[config.mk]
export PLATFORM = sky130hd
export DESIGN_NAME = rx_byte_fifo
export DESIGN_NICKNAME = d
export VERILOG_FILES = /design/src/rtl/rx_fifo_pkg.sv /design/src/rtl/rx_byte_fifo_edge_sync_pulse.sv /design/src/rtl/rx_byte_fifo.sv
export SDC_FILE = /design/constraint.sdc
export NUM_CORES = 1
export LEC_CHECK = 0
export CORE_MARGIN = 4
export CORE_UTILIZATION = 60
export CTS_CLUSTER_DIAMETER = 80
export CTS_CLUSTER_SIZE = 20
export DETAILED_ROUTE_END_ITERATION = 6
export PLACE_DENSITY_LB_ADDON = 0.05
export REMOVE_ABC_BUFFERS = 1
export SKIP_LAST_GASP = 1
export SLEW_MARGIN = 15
export SYNTH_ARGS = -nofsm -noshare
export SYNTH_HDL_FRONTEND = slang
export SYNTH_HIERARCHICAL = 1
export SYNTH_SLANG_ARGS = --single-unit
[constraint.sdc]
create_clock -name clock -period 3.04 [get_ports clock]
set_clock_uncertainty 0.1 [all_clocks]
set_input_delay 0.304 -clock clock [delete_from_list [all_inputs] [get_ports clock]]
set_output_delay 0.304 -clock clock [all_outputs]
set_load 0.02 [all_outputs]
[src/rtl/rx_fifo_pkg.sv]
// -----------------------------------------------------------------------------
// rx_fifo_pkg
// Shared types and constants for the UART receive-side frame buffer.
//   RX_DATA_W / RX_ERR_W : default data and error-flag widths of one frame
//   ERR_PARITY/START/STOP: bit positions inside the error-flag field
//   rx_entry_t           : one stored frame, error flags above the data byte
//   frame_bad()          : true when any error flag of a frame is set
// -----------------------------------------------------------------------------
package rx_fifo_pkg;

    localparam int RX_DATA_W = 8;
    localparam int RX_ERR_W  = 3;

    localparam int ERR_PARITY = 2;
    localparam int ERR_START  = 1;
    localparam int ERR_STOP   = 0;

    typedef struct packed {
        logic [RX_ERR_W-1:0]  err;
        logic [RX_DATA_W-1:0] data;
    } rx_entry_t;

    function automatic logic frame_bad(input logic [RX_ERR_W-1:0] e);
        return e[ERR_PARITY] | e[ERR_START] | e[ERR_STOP];
    endfunction

endpackage

[src/rtl/rx_byte_fifo_edge_sync_pulse.sv]
// -----------------------------------------------------------------------------
// edge_sync_pulse
// Brings a slow level from another clock domain into clk_i through a 2-flop
// synchroniser (s1, s2) and emits a one-cycle pulse on each rising edge,
// using a third delay flop (s3).
//   clk_i   : destination clock
//   rst_i   : asynchronous active-high reset
//   level_i : asynchronous input level
//   pulse_o : one clk_i cycle high per rising edge of level_i
// -----------------------------------------------------------------------------
module edge_sync_pulse (
    input  logic clk_i,
    input  logic rst_i,
    input  logic level_i,
    output logic pulse_o
);

    logic       s1_q, s2_q, s3_q;
    // vld_pipe[k] marks that stage k holds a real sample rather than its reset
    // value; a level already high when reset releases is then seen as s2=s3=1
    // and never treated as a fresh edge.
    logic [2:0] vld_pipe;

    always_ff @(posedge clk_i or posedge rst_i) begin
        if (rst_i) begin
            s1_q     <= 1'b0;
            s2_q     <= 1'b0;
            s3_q     <= 1'b0;
            vld_pipe <= '0;
        end else begin
            s1_q     <= level_i;
            s2_q     <= s1_q;
            s3_q     <= s2_q;
            vld_pipe <= {vld_pipe[1:0], 1'b1};
        end
    end

    assign pulse_o = s2_q & ~s3_q & vld_pipe[2];

endmodule

[src/rtl/rx_byte_fifo.sv]
// -----------------------------------------------------------------------------
// rx_byte_fifo
// Receive-side frame buffer behind the UART receiver. A completed frame
// (data + [Parity, Start, Stop] flags) is pushed once per rising edge of
// done_flag and drained by a registered pop handshake.
//   clock, reset        : system clock, asynchronous active-high reset
//   done_flag           : frame-complete level from the receiver (async)
//   data_in, error_in   : frame contents, stable while done_flag is high
//   rd_en               : pop request; ignored while empty
//   clear_overrun       : clears overrun_flag (a same-cycle overrun wins)
//   rd_valid            : one-cycle pulse, rd_data/rd_error hold a popped frame
//   rd_data, rd_error   : last popped frame
//   empty, full, count  : occupancy
//   overrun_flag        : sticky, a frame arrived while full and was lost
//   err_drop_cnt        : only with RX_FIFO_DROP_ERR_EN; saturating count of
//                         frames discarded because error_in was non-zero
// Optional feature macro: RX_FIFO_DROP_ERR_EN.
// DATA_W/ERR_W must match the widths of rx_entry_t in rx_fifo_pkg.
// -----------------------------------------------------------------------------
module rx_byte_fifo import rx_fifo_pkg::*; #(
    parameter int DEPTH  = 16,
    parameter int DATA_W = RX_DATA_W,
    parameter int ERR_W  = RX_ERR_W
) (
    input  logic                     clock,
    input  logic                     reset,
    input  logic                     done_flag,
    input  logic [DATA_W-1:0]        data_in,
    input  logic [ERR_W-1:0]         error_in,
    input  logic                     rd_en,
    input  logic                     clear_overrun,
    output logic                     rd_valid,
    output logic [DATA_W-1:0]        rd_data,
    output logic [ERR_W-1:0]         rd_error,
    output logic                     empty,
    output logic                     full,
    output logic [$clog2(DEPTH):0]   count,
    output logic                     overrun_flag
`ifdef RX_FIFO_DROP_ERR_EN
    ,
    output logic [7:0]               err_drop_cnt
`endif
);

    localparam int AW = $clog2(DEPTH);
    localparam int CW = AW + 1;

    logic            push;
    logic            pop_ok;
    logic            drop_err;
    logic            wr_ok;
    logic            ovf_set;
    rx_entry_t       wr_entry;
    rx_entry_t       mem_q [DEPTH];
    logic [AW-1:0]   wr_ptr_q, rd_ptr_q;
    logic [CW-1:0]   count_q, count_d;
    logic            rd_valid_q;
    logic [DATA_W-1:0] rd_data_q;
    logic [ERR_W-1:0]  rd_error_q;
    logic            overrun_q;

    edge_sync_pulse u_done_sync (
        .clk_i   (clock),
        .rst_i   (reset),
        .level_i (done_flag),
        .pulse_o (push)
    );

    assign wr_entry.err  = error_in;
    assign wr_entry.data = data_in;

    assign empty  = (count_q == '0);
    assign full   = (count_q == CW'(DEPTH));
    assign pop_ok = rd_en & ~empty;

`ifdef RX_FIFO_DROP_ERR_EN
    logic [7:0] err_drop_cnt_q;

    assign drop_err = push & frame_bad(error_in);

    always_ff @(posedge clock or posedge reset) begin
        if (reset)
            err_drop_cnt_q <= '0;
        else if (drop_err && err_drop_cnt_q != 8'hFF)
            err_drop_cnt_q <= err_drop_cnt_q + 8'd1;
    end

    assign err_drop_cnt = err_drop_cnt_q;
`else
    assign drop_err = 1'b0;
`endif

    // A same-cycle pop frees the slot, so a push into a full FIFO still lands.
    assign wr_ok   = push & ~drop_err & (~full | pop_ok);
    assign ovf_set = push & ~drop_err & full & ~pop_ok;

    always_comb begin
        count_d = count_q;
        case ({wr_ok, pop_ok})
            2'b10:   count_d = count_q + CW'(1);
            2'b01:   count_d = count_q - CW'(1);
            default: count_d = count_q;
        endcase
    end

    // Storage carries no reset; validity is tracked by count and pointers.
    always_ff @(posedge clock) begin
        if (wr_ok)
            mem_q[wr_ptr_q] <= wr_entry;
    end

    always_ff @(posedge clock or posedge reset) begin
        if (reset) begin
            wr_ptr_q   <= '0;
            rd_ptr_q   <= '0;
            count_q    <= '0;
            rd_valid_q <= 1'b0;
            rd_data_q  <= '0;
            rd_error_q <= '0;
            overrun_q  <= 1'b0;
        end else begin
            count_q    <= count_d;
            rd_valid_q <= pop_ok;
            if (wr_ok)
                wr_ptr_q <= wr_ptr_q + AW'(1);
            if (pop_ok) begin
                // Full with push+pop: wr_ptr == rd_ptr, the old entry is read.
                rd_ptr_q   <= rd_ptr_q + AW'(1);
                rd_data_q  <= mem_q[rd_ptr_q].data;
                rd_error_q <= mem_q[rd_ptr_q].err;
            end
            if (ovf_set)
                overrun_q <= 1'b1;
            else if (clear_overrun)
                overrun_q <= 1'b0;
        end
    end

    assign count        = count_q;
    assign rd_valid     = rd_valid_q;
    assign rd_data      = rd_data_q;
    assign rd_error     = rd_error_q;
    assign overrun_flag = overrun_q;

endmodule

# [Yosys cells after proc, flatten, opt, wreduce, memory -nomap -nowiden]
# Memories as Yosys holds them, arrays and structs flattened. A register that Yosys moved wholly into a read port is not among the register bits.
# Index checks and enable logic that the tools add are counted.
[word_totals] reg_bits=21 ram_bits=176 input_bits=16 output_inout_bits=20 wordCells=36 memories=1
[memory_table] name="mem_q" depth=16 width=11 rd=1 rd_clocked_by_memory_dff=1 write_ports=1 line_no="rx_byte_fifo.sv:54" rtl="rx_entry_t mem_q [DEPTH];"
[classes] addsub=4 n_eq_ne=3 muxes=5 bitwise=11 reduce_logical=3
[op_table] op="one-hot mux 5 bit (2 select lines)" n=1
[op_table] op="adder 4 x 1 -> 4 bit (second input constant)" n=2
[op_table] op="bitwise AND 1 bit" n=6
[op_table] op="adder 5 x 1 -> 5 bit (second input constant)" n=1
[op_table] op="equality test 5 bit (second input constant)" n=1
[op_table] op="zero test 5 bit" n=1
[op_table] op="subtractor 5 x 1 -> 5 bit (second input constant)" n=1
[op_table] op="2-to-1 mux 1 bit" n=4
[op_table] op="inverter 1 bit" n=4
[op_table] op="nonzero test 2 bit" n=2
[op_table] op="equality test 2 x 1 -> 1 bit (second input constant)" n=1
[op_table] op="equality test 2 bit (second input constant)" n=1
[op_table] op="bitwise OR 1 bit" n=1

# [Depth between registers and ports, before layout]
# Gate-level depths: netlist of run 1.
[logic_depth] word_depth=7 mapped_depth=8 mapped_depth_nobuf=8

# [Modules after synthesis]
# Netlist of run 1, hierarchy kept.
[modules_own_cells] module="rx_byte_fifo" instances=1 cells_per_inst=395 area_per_inst_um2=8001.4 seq_area_each_um2=5935.7
[modules_own_cells] module="edge_sync_pulse" instances=1 cells_per_inst=9 area_per_inst_um2=166.4 seq_area_each_um2=150.1

# [Worst setup path after synthesis of run 1]
# No wires, ideal clock.
[synth_path] kind="register -> register" startpoint="reg count_q[0] (netlist: count[0])" endpoint="reg count_q[4] (netlist: count[4])" setup_time_ns=0.130 t_arrival_ns=2.279 required_time_ns=2.810 slack_ns=0.530 stages_incl_launch_ff=8 path_buffers=0 cell_sequence="dfrtp_1 > nor4_2 > a21oi_2 > fa_1 > a21o_1 > a21oi_1 > mux2i_1 > nand3_1"
[synth_via] elab_chain_cells=7 elab_cells_between_ends=13 cone_classes="2 x add/sub; 3 x eq/ne; 1 x mux; 5 x bitwise; 2 x reduce/logical"
[synth_lines] element="start, declared" line_no="rx_byte_fifo.sv:56" rtl="logic [CW-1:0] count_q, count_d;"
[synth_lines] element="start signal, assigned" line_no="rx_byte_fifo.sv:122" rtl="count_q <= count_d;"
[synth_lines] element="zero test 5 bit" line_no="rx_byte_fifo.sv:72" rtl="assign empty = (count_q == '0);"
[synth_lines] element="inverter 1 bit" line_no="rx_byte_fifo.sv:74" rtl="assign pop_ok = rd_en & ~empty;"
[synth_lines] element="bitwise AND 1 bit" line_no="rx_byte_fifo.sv:74"
[synth_lines] element="bitwise OR 1 bit" line_no="rx_byte_fifo.sv:94" rtl="assign wr_ok = push & ~drop_err & (~full | pop_ok);"
[synth_lines] element="bitwise AND 1 bit" line_no="rx_byte_fifo.sv:94"
[synth_lines] element="equality test 2 x 1 -> 1 bit or equality test 2 bit (tied branches)" line_no="rx_byte_fifo.sv:99" rtl="case ({wr_ok, pop_ok})"
[synth_lines] element="one-hot mux 5 bit (2 select lines) or nonzero test 2 bit (tied branches)"
# Several ways; a longest one is shown, not always the timed one.
# A chain may end at the register's enable or synchronous reset.

# [Worst setup path after layout of run 1]
[layout_path] startpoint="reg count_q[0] (netlist: count[0])" endpoint="out full"
[layout_via] elab_chain_cells=1
[layout_lines] element="equality test 5 bit" line_no="rx_byte_fifo.sv:73" rtl="assign full = (count_q == CW'(DEPTH));"
[layout_lines] element="end, declared" line_no="rx_byte_fifo.sv:36" rtl="output logic full,"
# No other way between the ends.

==> out/summary.md, run 1 <==
The run finished with clean final reports. After legalization and detailed placement, the total HPWL measured 9995 µm. The run gives 0.2000 as the overall fraction of global-route tracks in use. The tools report the iteration count of the initial detailed-routing pass as 4.

Root cell of the clock tree: clkbuf_16. The tools report the number of diodes added for antenna fixing as 0. Total chip power: 7.703 mW.

At the end of the flow, the number of nets in the layout was 488. The power density normalized to cell area is 828.3 nW/µm², and the share of Yosys cell area claimed by the top area cell type is 0.6471. For the synthesized cell area, the log shows 8168 µm².

Timing analysis after detailed placement gives a worst setup slack of 0.3416 ns. The Yosys step of the flow raised 6 warnings. The depth of the CTS H-tree came out at 1. Setup repair after global routing left no endpoint under its margin. The transition time at the pin with the least slew margin was 0.8503 ns; the worst path arrival time was 2.29 ns. The initial core utilization is 0.6143.

36 I/O pins were placed. The total number of vias is 3869, and the final RePlAce weighted congestion is 0.8079. The number of distinct library cell variants in the gate-level netlist after synthesis is 46. The tools report the share of the core filled with cells in the final layout as 0.6994. The count of buffers from port buffering came out at 35.

The logs give 0.4325 for the worst slew margin relative to its limit and 0 ns for the summed negative setup slack over all endpoints. The synthesized design contains 208 register bits. For this run, design rule violations remaining after detail routing come to 0. IR analysis of the VDD net gives a maximum drop of 0.5566 mV. From bottom edge to top edge, the die measures 124.7 µm. Ranked by total cell area, the synthesized netlist is headed by edfxtp_1 (65%), mux4_2 (12%), dfrtp_1 (9.8%).

At the later pin of the worst-skew pair, clock insertion delay measures 0.46 ns. Setup violations remaining at the end of the flow were counted as 0. The initial antenna violation count is 0, and the ratio of cells with drive above 1 in the final layout is 0.2208. The critical path in this run is classified as reg2out. For the via count of the first global-routing pass, the log shows 3997. The largest fanout of any net on the critical path is 6, and the CTS buffer count is 14.

The tools report the number of max-cap violations as 0. The run gives 404 as the gate count after technology mapping. STA classifies the critical path startpoint as a flip-flop. For this run, the top clock speed supported by timing is 0.3717 GHz. The first global-routing pass estimated 23780 µm of wire. The tools report the number of placement rows as 42. The analysis attributes to cell leakage a power of 3.163 nW.

The final hold violation count is 0. The worst setup path is captured at an output pin. Wire length reported by the detailed router: 14870 µm. The biggest area contributor in the post-synthesis netlist is edfxtp_1. After synthesis, the mean cell area works out to 20.22 µm².

In this run the register-to-register setup slack is 0.37 ns. The maximum number of pins on one net before global-route repair is 23. The clock slew seen by the registers of the worst setup and hold paths works out to 0.08 ns.

The detail route stage leaves a number of antenna-violating nets equal to 0. The run gives 0.7451 as the sequential element share of the synthesized area. STA puts the critical path data required time at 2.64 ns.

The average wire per cell in the routed design is 22.98 µm. The final critical-path share of the clock period was 0.8849. The type of the most critical hold path is in2reg.

The count of hold buffers inserted by post-cts repair was 1. The most common cell after layout, fill and taps aside is edfxtp_1. The logs give 15540 µm² for the floorplan die area and 13300 µm² for the core region area. The worst path needs 2.690 ns of the cycle, external delays included. The post-synthesis to final-layout area growth was 13.85%. The top cell types in the final layout, fill and taps aside, are edfxtp_1 (176), mux4_2 (44), clkdlybuf4s50_1 (35), dfrtp_1 (29), buf_4 (25).

Across all setup checks in the final design, the least slack found is 0.3498 ns. In this run the deepest clock path goes through 3 buffers. The detailed router's first-iteration violation count is 317. The run gives 208 as the number of clock sinks. The total global routing overflow was 0; the count of cells resized by post-cts repair was 0. TritonCTS built the clock tree. The width of the chip was 124.7 µm. The number of buffers added for setup after CTS came out at 0. Dividing the detail-routed via count by the number of cells gives 5.980.

The max-slew violation total from the final report was 0.
==> flip-flops by register name (all words and copies together) (netlist names) <==
name and flops:
rd_ptr_q 4, mem_q 176, wr_ptr_q 4, count 5, overrun_flag 1, u_done_sync/s3_q 1, rd_valid 1, rd_error 3
rd_data 8, u_done_sync/s1_q 1, u_done_sync/s2_q 1, u_done_sync/vld_pipe 3
==> stage by stage <==
step	std cells	instance area (µm²)	hold WS (ns)
2_1_floorplan	385	8065	-0.005041
3_3_place_gp	622	8867	0.2361
3_5_place_dp	622	8867	0.2358
4_1_cts	647	9299	0.1860
5_1_grt	647	9299	0.1960
6_report	647	9299	0.1936
==> synthesized netlist by cell type (all sizes together) <==
cell type,n
xor2,1
a2111oi,1
fa,1
buf,16
a21o,2
or4,1
o211ai,1
nor3,5
mux4,44
conb,1
mux2,3
or3,1
xnor2,8
dfrtp,32
o31a,1
a311oi,1
nor2,15
nand4,2
edfxtp,176
nand2,22
nand3,1
a211o,1
nand2b,5
clkbuf,3
and3b,1
inv,9
o221ai,10
nor2b,1
o32ai,1
nor4,1
o21ai,2
ha,8
mux2i,23
a21oi,4
==> worst paths after layout <==
| path | depth (start not counted) | end | startpoint |
|---|---|---|---|
| hold reg to reg | 0 | u_done_sync/s2_q | u_done_sync/s1_q |
| hold / removal | 1 | u_done_sync/s1_q | done_flag |
| setup reg to reg | 7 | count[4] | count[0] |
| setup / recovery | 4 | full | count[0] |
| max in group asynchronous | 4 | rd_error[2] | reset |
| min in group asynchronous | 3 | u_done_sync/vld_pipe[2] | reset |
==> cell families (layout without fill, tap and decap cells) <==
logic type	Yosys count	count (layout)	synth area share
other	1	1	0.0004591
xor gates and xnor gates	9	9	0.009651
buffers and inverters	28	95	0.01670
muxes	70	70	0.1536
adders and majority gates	9	9	0.01471
AOI/OAI and AO/OA	24	24	0.02589
and+or+nand+nor	55	55	0.03385
DFF	208	208	0.7451
==> critical path, cell delays in order, from the launching register on <==
cell and delay, ns:
dfrtp_1 0.47, nor4_2 0.55, nand2_1 0.13, inv_1 0.08, clkdlybuf4s50_1 0.60
==> per-layer routing <==
layer,global-route usage,vias to the layer above,wire length [µm]
li1,-,1732,-
met1,0.3020,2007,6348
met2,0.3136,106,7220
met3,0.03431,24,1039
met4,0.04513,0,258
met5,0,-,0
==> power breakdown <==
group	total (mW)	internal, mW	switching (mW)	leakage (nW)
logic	2.22	1.17	1.05	0.998
registers	3.68	3.32	0.362	1.96
clock network	1.80	0.927	0.873	0.201
==> final cells by class <==
| type | instances | area, µm² |
|---|---|---|
| multi-input cells | 168 | 1966 |
| repair buffers | 62 | 568.0 |
| inverters | 9 | 33.78 |
| clock inverters | 1 | 16.27 |
| flip-flops and latches | 208 | 6090 |
| well taps | 176 | 220.2 |
| clock buffers | 23 | 405.4 |
| fillers | 849 | 3996 |
Note: power is estimated with default switching activity, not from simulation.
==> inputs of run 2 (changes only) <==
--- a/config.mk
+++ b/config.mk
@@ -5,6 +5,7 @@
 export SDC_FILE = /design/constraint.sdc
 export NUM_CORES = 1
 export LEC_CHECK = 0
+export ABC_AREA = 1
 export CORE_MARGIN = 4
 export CORE_UTILIZATION = 60
 export CTS_CLUSTER_DIAMETER = 80
==> out/summary.md, run 2 <==
The run finished with clean final reports. VDD sags by at most 0.6755 mV. The final layout contains 941 nets.

The worst hold path cell count was 1. The final layout contains routed wiring with a total length of 20200 µm. The run gives 0.8724 as the final RePlAce weighted congestion. Detailed placement finished with a half-perimeter wire length of 12670 µm. Synthesized cell area: 9005 µm².

Among all flip-flop cells after synthesis, the most frequent one is edfxtp_1. For this design the top-level I/O count stands at 36. The run gives 0.47 ns as the clock insertion delay at the later pin of the skew report. The final hold violation count is 0. Synthesis inferred 208 register bits.

The count of hold buffers inserted by post-cts repair came out at 1. Sorting the synthesized cells by area gives the leading types as edfxtp_1 (59%), nand2_1 (12%), dfrtp_1 (8.9%). The average cell area after synthesis was 10.27 µm². The startpoint identified for the worst register-to-register timing path is count[1]. By instance count, the leading cell after synthesis is nand2_1. The library cell used most frequently in the layout, excluding fill and tap cells, is nand2_1.

The sequential element share of the synthesized area is 0.6758. Initial antenna violation count: 0. The critical path capture point type is an output pin. The tools report the static leakage as 4.398 nW. The total number of vias came out at 6035.

The die boundary height came out at 130.5 µm. The commonest cells after synthesis are nand2_1 (287), edfxtp_1 (176), inv_1 (148), nand3_1 (140), dfrtp_1 (32). For the total of endpoints with negative setup slack in the final report, the log shows 0. The tree is rooted in a clkbuf_16. The average wire per cell in the routed design was 18.23 µm; the worst slew margin relative to its limit was 0.3529. The worst setup slack for register-to-register paths was 0.87 ns. The share of Yosys cell area claimed by the top area cell type is 0.5869.

The number of buffers added for setup after CTS is 0. In this run the worst hold path is classified as in2reg. The worst hold path begins at done_flag. In this run the tool buffered the top-level ports with 35 buffer cells.

Mean number of vias per cell: 5.447. Across all hold checks on the routed design, the worst slack comes to 0.1906 ns. The timing-limited maximum frequency was 0.4201 GHz. The critical path is of the reg2out type. The number of remaining DRC errors came out at 0. Yosys mapped a number of flops with a built-in enable equal to 176. Endpoint of the worst hold-timing path: u_done_sync/s1_q.

The share of the core filled with cells in the final layout was 0.6834; the ratio of cells with drive above 1 in the final layout was 0.05628. TritonCTS built the clock tree. The CTS buffer count was 14; the number of diodes added for antenna fixing was 0. For the worst path arrival time, the log shows 1.98 ns.

The register with the most flip-flops was mem_q. Walking the worst path, the cells encountered are nor2_1, nand3_2, inv_1, clkdlybuf4s50_1. Setup slack closes at 0.6597 ns. Timing analysis after detailed placement gives a worst setup slack of 0.7154 ns. The run gives 0 as the count of cells resized by post-cts repair. The number of max-cap violations was 0. The category of the worst setup path launch point was a flip-flop. Yosys warning count: 6. The biggest area contributor in the post-synthesis netlist is edfxtp_1. The post-synthesis to final-layout area growth was 11.13%; the number of instances in the placed design was 1083.

The initial core utilization came out at 0.6149. The wire length of the first global-routing pass is 31660 µm, and the number of standard cells in the layout, taps in and fillers out is 1108. In this run the worst path has a maximum fanout of 5. The time the worst path needs with I/O delays and setup works out to 2.380 ns. Iteration count of the initial detailed-routing pass: 5. The stage delay of the slowest cell on the critical path is 0.60 ns, and the flip-flop count of the largest register, all copies and words added is 176. Setup repair after global routing left no endpoint under its margin.

Entering global routing, the biggest net connects 91 pins. The cell depth of the worst flop-to-flop path came out at 13. The design draws 8.361 mW.

On the critical path, the stage with the largest delay is an instance of clkdlybuf4s50_1. The fraction of synthesis flops using an asynchronous set or reset pin is 0.1538. Max-slew violation total from the final report: 0.

Synthesis handed over a netlist of 877 instances. The final critical-path share of the clock period came out at 0.7830. The first routing iteration left 726 violations.

The number of nets with antenna violations after detailed routing is 0, and the core region area is 14640 µm². The overall fraction of global-route tracks in use is 0.2475. After global routing the overflow that remains totals 0. The number of distinct library cell variants in the gate-level netlist after synthesis is 26. The library cells used most frequently in the layout, excluding fill and tap cells, are nand2_1 (287), edfxtp_1 (176), inv_1 (148), nand3_1 (140), clkdlybuf4s50_1 (35). The die covers 17030 µm². The die is 130.5 µm wide. The power density normalized to cell area came out at 835.5 nW/µm². The number of placement rows is 44. The worst-case clock buffer depth is 3, and the transition time at the pin with the least slew margin is 0.9706 ns. Clock-pin slew was measured on the worst setup and hold paths at 0.08 ns.

The depth of the CTS H-tree was 1. Required time of the critical path: 2.64 ns. The worst register-to-register path ends at count[4].

The clock net in this run drives a total of 208 sinks. For the via count of the first global-routing pass, the log shows 5916.
run 2: changes by cell type after synthesis, moves of 10 or more:
cell,previous run,this run
o221ai_1,10,0
mux2i_1,23,0
mux4_2,44,0
nand3_1,1,140
nand2_1,20,287
buf_2,10,25
inv_1,8,148
run 2: layout make-up:
class,instances,area (µm²)
Fill cell,1097,4637
Sequential cell,208,6087
Timing Repair Buffer,59,545.5
Inverter,153,576.8
Tap cell,184,230.2
Clock buffer,23,405.4
Clock inverter,1,16.27
Multi-Input combinational cell,480,2146
run 2: how the worst max path moves through the flow:
stage	end	slack, ns	startpoint
floorplan	rd_data[0]	-0.04	rd_ptr_q[0]
global placement	count[4]	0.76	rd_en
detailed placement	count[4]	0.72	rd_en
CTS	full	0.66	count[1]
global route	full	0.52	count[1]
finish	full	0.66	count[1]
run 2: critical path, delay by kind of cell (launching register included):
family	cells	cell delay [ns]
buffers and inverters	2	0.69
flip-flops	1	0.46
AND/OR/NAND/NOR	2	0.36
run 2: logic make-up after synthesis:
logic type | count (synthesis) | synth area share
compound gates | 7 | 0.004724
other cells | 1 | 0.0004164
buf+inv | 189 | 0.08587
flops | 208 | 0.6758
xor+xnor | 9 | 0.008754
fa+ha+maj | 9 | 0.01334
simple gates | 454 | 0.2111
run 2: per-layer routing:
metal,global-route usage,share of wire,up-vias
li1,-,-,2871
met1,0.3530,0.43,2902
met2,0.4038,0.48,230
met3,0.03537,0.068,32
met4,0.07078,0.022,0
met5,0,0,-
run 2: stage by stage:
step / instance area [µm²] / TNS (ns)
after global routing: 10010 / 0
after detailed placement: 9575 / 0
final: 10010 / 0
after floorplan: 8808 / -0.4808
after global placement: 9575 / 0
after CTS: 10010 / 0
run 2: power breakdown:
group | internal (mW) | leakage [nW] | total (mW) | switching, mW
Combinational | 0.988 | 2.23 | 3.05 | 2.06
Sequential | 3.32 | 1.97 | 3.48 | 0.162
Clock | 0.929 | 0.201 | 1.83 | 0.901
Total | 5.24 | 4.40 | 8.36 | 3.12
==> inputs of run 3 (changes only) <==
==> constraint.sdc (replaced) <==
create_clock -name clock -period 2.3 [get_ports clock]
set_clock_uncertainty 0.1 [all_clocks]
set_input_delay 0.23 -clock clock [delete_from_list [all_inputs] [get_ports clock]]
set_output_delay 0.23 -clock clock [all_outputs]
set_load 0.02 [all_outputs]
==> out/summary.md, run 3 (synthesis results as in run 2) <==
The run gives 0 as the initial antenna violation count. The critical path is of the reg2reg type. The tools report the root cell of the clock tree as clkbuf_16.

During placement, the flow inserted port buffers numbering 35. Clock-pin slew was measured on the worst setup and hold paths at 0.08 ns. The number of remaining DRC errors was 0; the number of max-cap violations was 0. The logs give 0.215 for the power share of the clock group and 0.2456 for the overall fraction of global-route tracks in use. The via count of the first global-routing pass was 5897; the average wire per cell in the routed design was 17.62 µm.

The most common cell after layout, fill and taps aside was nand2_1. The time the worst path needs with I/O delays and setup was 2.183 ns. The flow ran to the end, and the final reports show no timing, DRC or antenna violations.

The tools report the fraction of met2 tracks used by global routing as 0.4002. The run gives 1 as the depth of the CTS H-tree. The worst setup path is captured at a flip-flop. After the last flow step, the layout net total stands at 960. STA puts the critical path data required time at 2.27 ns. The pre-antenna-repair detailed-routing pass consisted of 5 iterations. The floorplan die area was 17030 µm²; the flip-flop count of the largest register, all copies and words added was 176.

The stage delay of the slowest cell on the critical path came out at 0.83 ns. After the first detailed-routing iteration, the DRC count stood at 559. The number of clock sinks is 208, and the transition time at the pin with the least slew margin is 1.101 ns. Entering global routing, the biggest net connects 91 pins. The slowest stage of the critical path is the nor2_1 cell. Setup violations remaining at the end of the flow were counted as 0.

IR analysis of the VDD net gives a maximum drop of 0.8152 mV. For the met1 global-route usage, the log shows 0.3542. The worst path arrival time was 2.15 ns; the number of fill cells in the layout was 1122.

The wire length of the first global-routing pass was 31620 µm; the net switching power of the design was 4.129 mW. The wire length reported by the detailed router was 19850 µm. In this run the worst hold path is classified as in2reg. TritonCTS built the clock tree. The run gives 0.371 as the combinational power share. Routability-driven placement finished with a final weighted congestion of 0.9016. The number of setup buffers added after CTS is 0. The core region is 14640 µm². The die is 130.5 µm tall. The clock insertion delay at the later pin of the skew report is 0.47 ns.

The count of cells in the finished layout, fillers not included, comes to 1127. The power share of the sequential group was 0.414. Register with the most flip-flops: mem_q. The logs give 0.6954 for the share of the core filled with cells in the final layout and 4.519 nW for the static leakage. The ratio of cells with drive above 1 in the final layout was 0.07847; the internal cell power was 7.025 mW. The most used routing layer is met2. Worst slew margin relative to its limit: 0.2634. Using the TritonRoute via totals, the vias-per-cell ratio works out to 5.333. The post-synthesis to final-layout area growth works out to 13.09%. In the layout the commonest cells are nand2_1 (287), edfxtp_1 (176), inv_1 (148), nand3_1 (140), buf_4 (39). Walking the worst path, the cells encountered are nor2_2, nand3_2, o21ai_2, inv_2, nand2_2, nor2_1. Timing would allow up to 0.4581 GHz. For this design the ratio of total power to cell area is 1095 nW/µm². For the met3 capacity usage during global routing, the log shows 0.03455. Along the worst path, the maximum fanout reaches 11. The initial core utilization is 0.6149, and the width of the chip is 130.5 µm. The tools report the CTS buffer count as 14.

The number of antenna diodes in the final layout is 0. The summed negative setup slack over all endpoints was 0 ns. The number of placement rows was 44. Setup repair after global routing left no endpoint under its margin. Including well taps, the total number of placed cells is 1102.

Max-slew violation total from the final report: 0. The detailed-placement wirelength estimate was 12650 µm; the final critical-path share of the clock period was 0.9490. The clock passes through at most 3 buffers. Summing over every cut layer, the via total after detailed routing is 6010. The run gives 36 as the I/O pin count. The net switching fraction of the power is 0.3702, and the total global routing overflow is 0. The run gives 0 as the final hold violation count. The category of the worst setup path launch point was a flip-flop. The detail route stage leaves a number of antenna-violating nets equal to 0.
run 3: changes by cell type in the layout (fill, tap and decap cells not counted), sizes merged:
| cell | before | now |
|---|---|---|
| clkdlybuf4s50 | 35 | 33 |
| buf | 23 | 42 |
| dlymetal6s2s | 0 | 1 |
| dlygate4sd2 | 0 | 1 |
run 3: cell type report:
type | count | area, µm² | share of cell area
flip-flops and latches | 208 | 6087 | 0.5977
multi-input cells | 480 | 2153 | 0.2115
repair buffers | 78 | 714.4 | 0.07016
inverters | 153 | 576.8 | 0.05664
clock buffers | 23 | 405.4 | 0.03981
well taps | 184 | 230.2 | 0.02261
clock inverters | 1 | 16.27 | 0.001597
run 3: path summary, 6_finish.rpt:
path | start | endpoint | slack (ns) | cells after the start
worst max-delay path | count[2] | mem_q[3][10] | 0.12 | 6
worst min-delay path | done_flag | u_done_sync/s1_q | 0.13 | 1
worst max register to register | count[2] | mem_q[3][10] | 0.12 | 6
worst min register to register | u_done_sync/s1_q | u_done_sync/s2_q | 0.26 | 0
max in group asynchronous | reset | rd_ptr_q[1] | 0.93 | 4
min in group asynchronous | reset | u_done_sync/s2_q | 0.50 | 3
run 3: metal layers:
layer / wire, µm / vias up
met2: 9617 / 227
met3: 1375 / 39
met5: 0 / -
met1: 8377 / 2836
li1: - / 2908
met4: 483 / 0
run 3: power groups by stage:
| stage | logic [mW] | registers (mW) | clock network (mW) |
|---|---|---|---|
| after floorplan | 2.09 | 5.09 | 0 |
| after global placement | 4.02 | 4.67 | 0 |
| after detailed placement | 4.11 | 4.69 | 0 |
| after CTS | 4.13 | 4.61 | 2.44 |
| after global routing | 4.59 | 4.65 | 2.61 |
| final | 4.14 | 4.62 | 2.40 |
run 3: worst max-delay path: cells and delay by family (launching register included):
family | cells | cell delay (ns)
AND/OR/NAND/NOR | 4 | 1.08
flip-flops | 1 | 0.44
AO/OA/AOI/OAI | 1 | 0.08
buffers and inverters | 1 | 0.08
run 3: timing repair:
action / in CTS / in global routing
gates resized for setup: 2 / 3
endpoints found under the hold margin: 6 / 0
endpoints found under the setup margin: 1 / 13
hold buffers: 1 / 0
gates cloned: 0 / 0
run 3: per-stage QoR:
stage	instance area (µm²)	hold WS [ns]	worst slack, ns	power [mW]
after detailed placement	9743	0.2413	-0.09869	8.800
after floorplan	8808	-0.07904	-0.7837	7.177
after global routing	10180	0.1096	0.008129	11.85
after CTS	10180	0.1253	0.03847	11.19
after global placement	9743	0.2335	-0.006228	8.695
final	10180	0.1288	0.1173	11.15
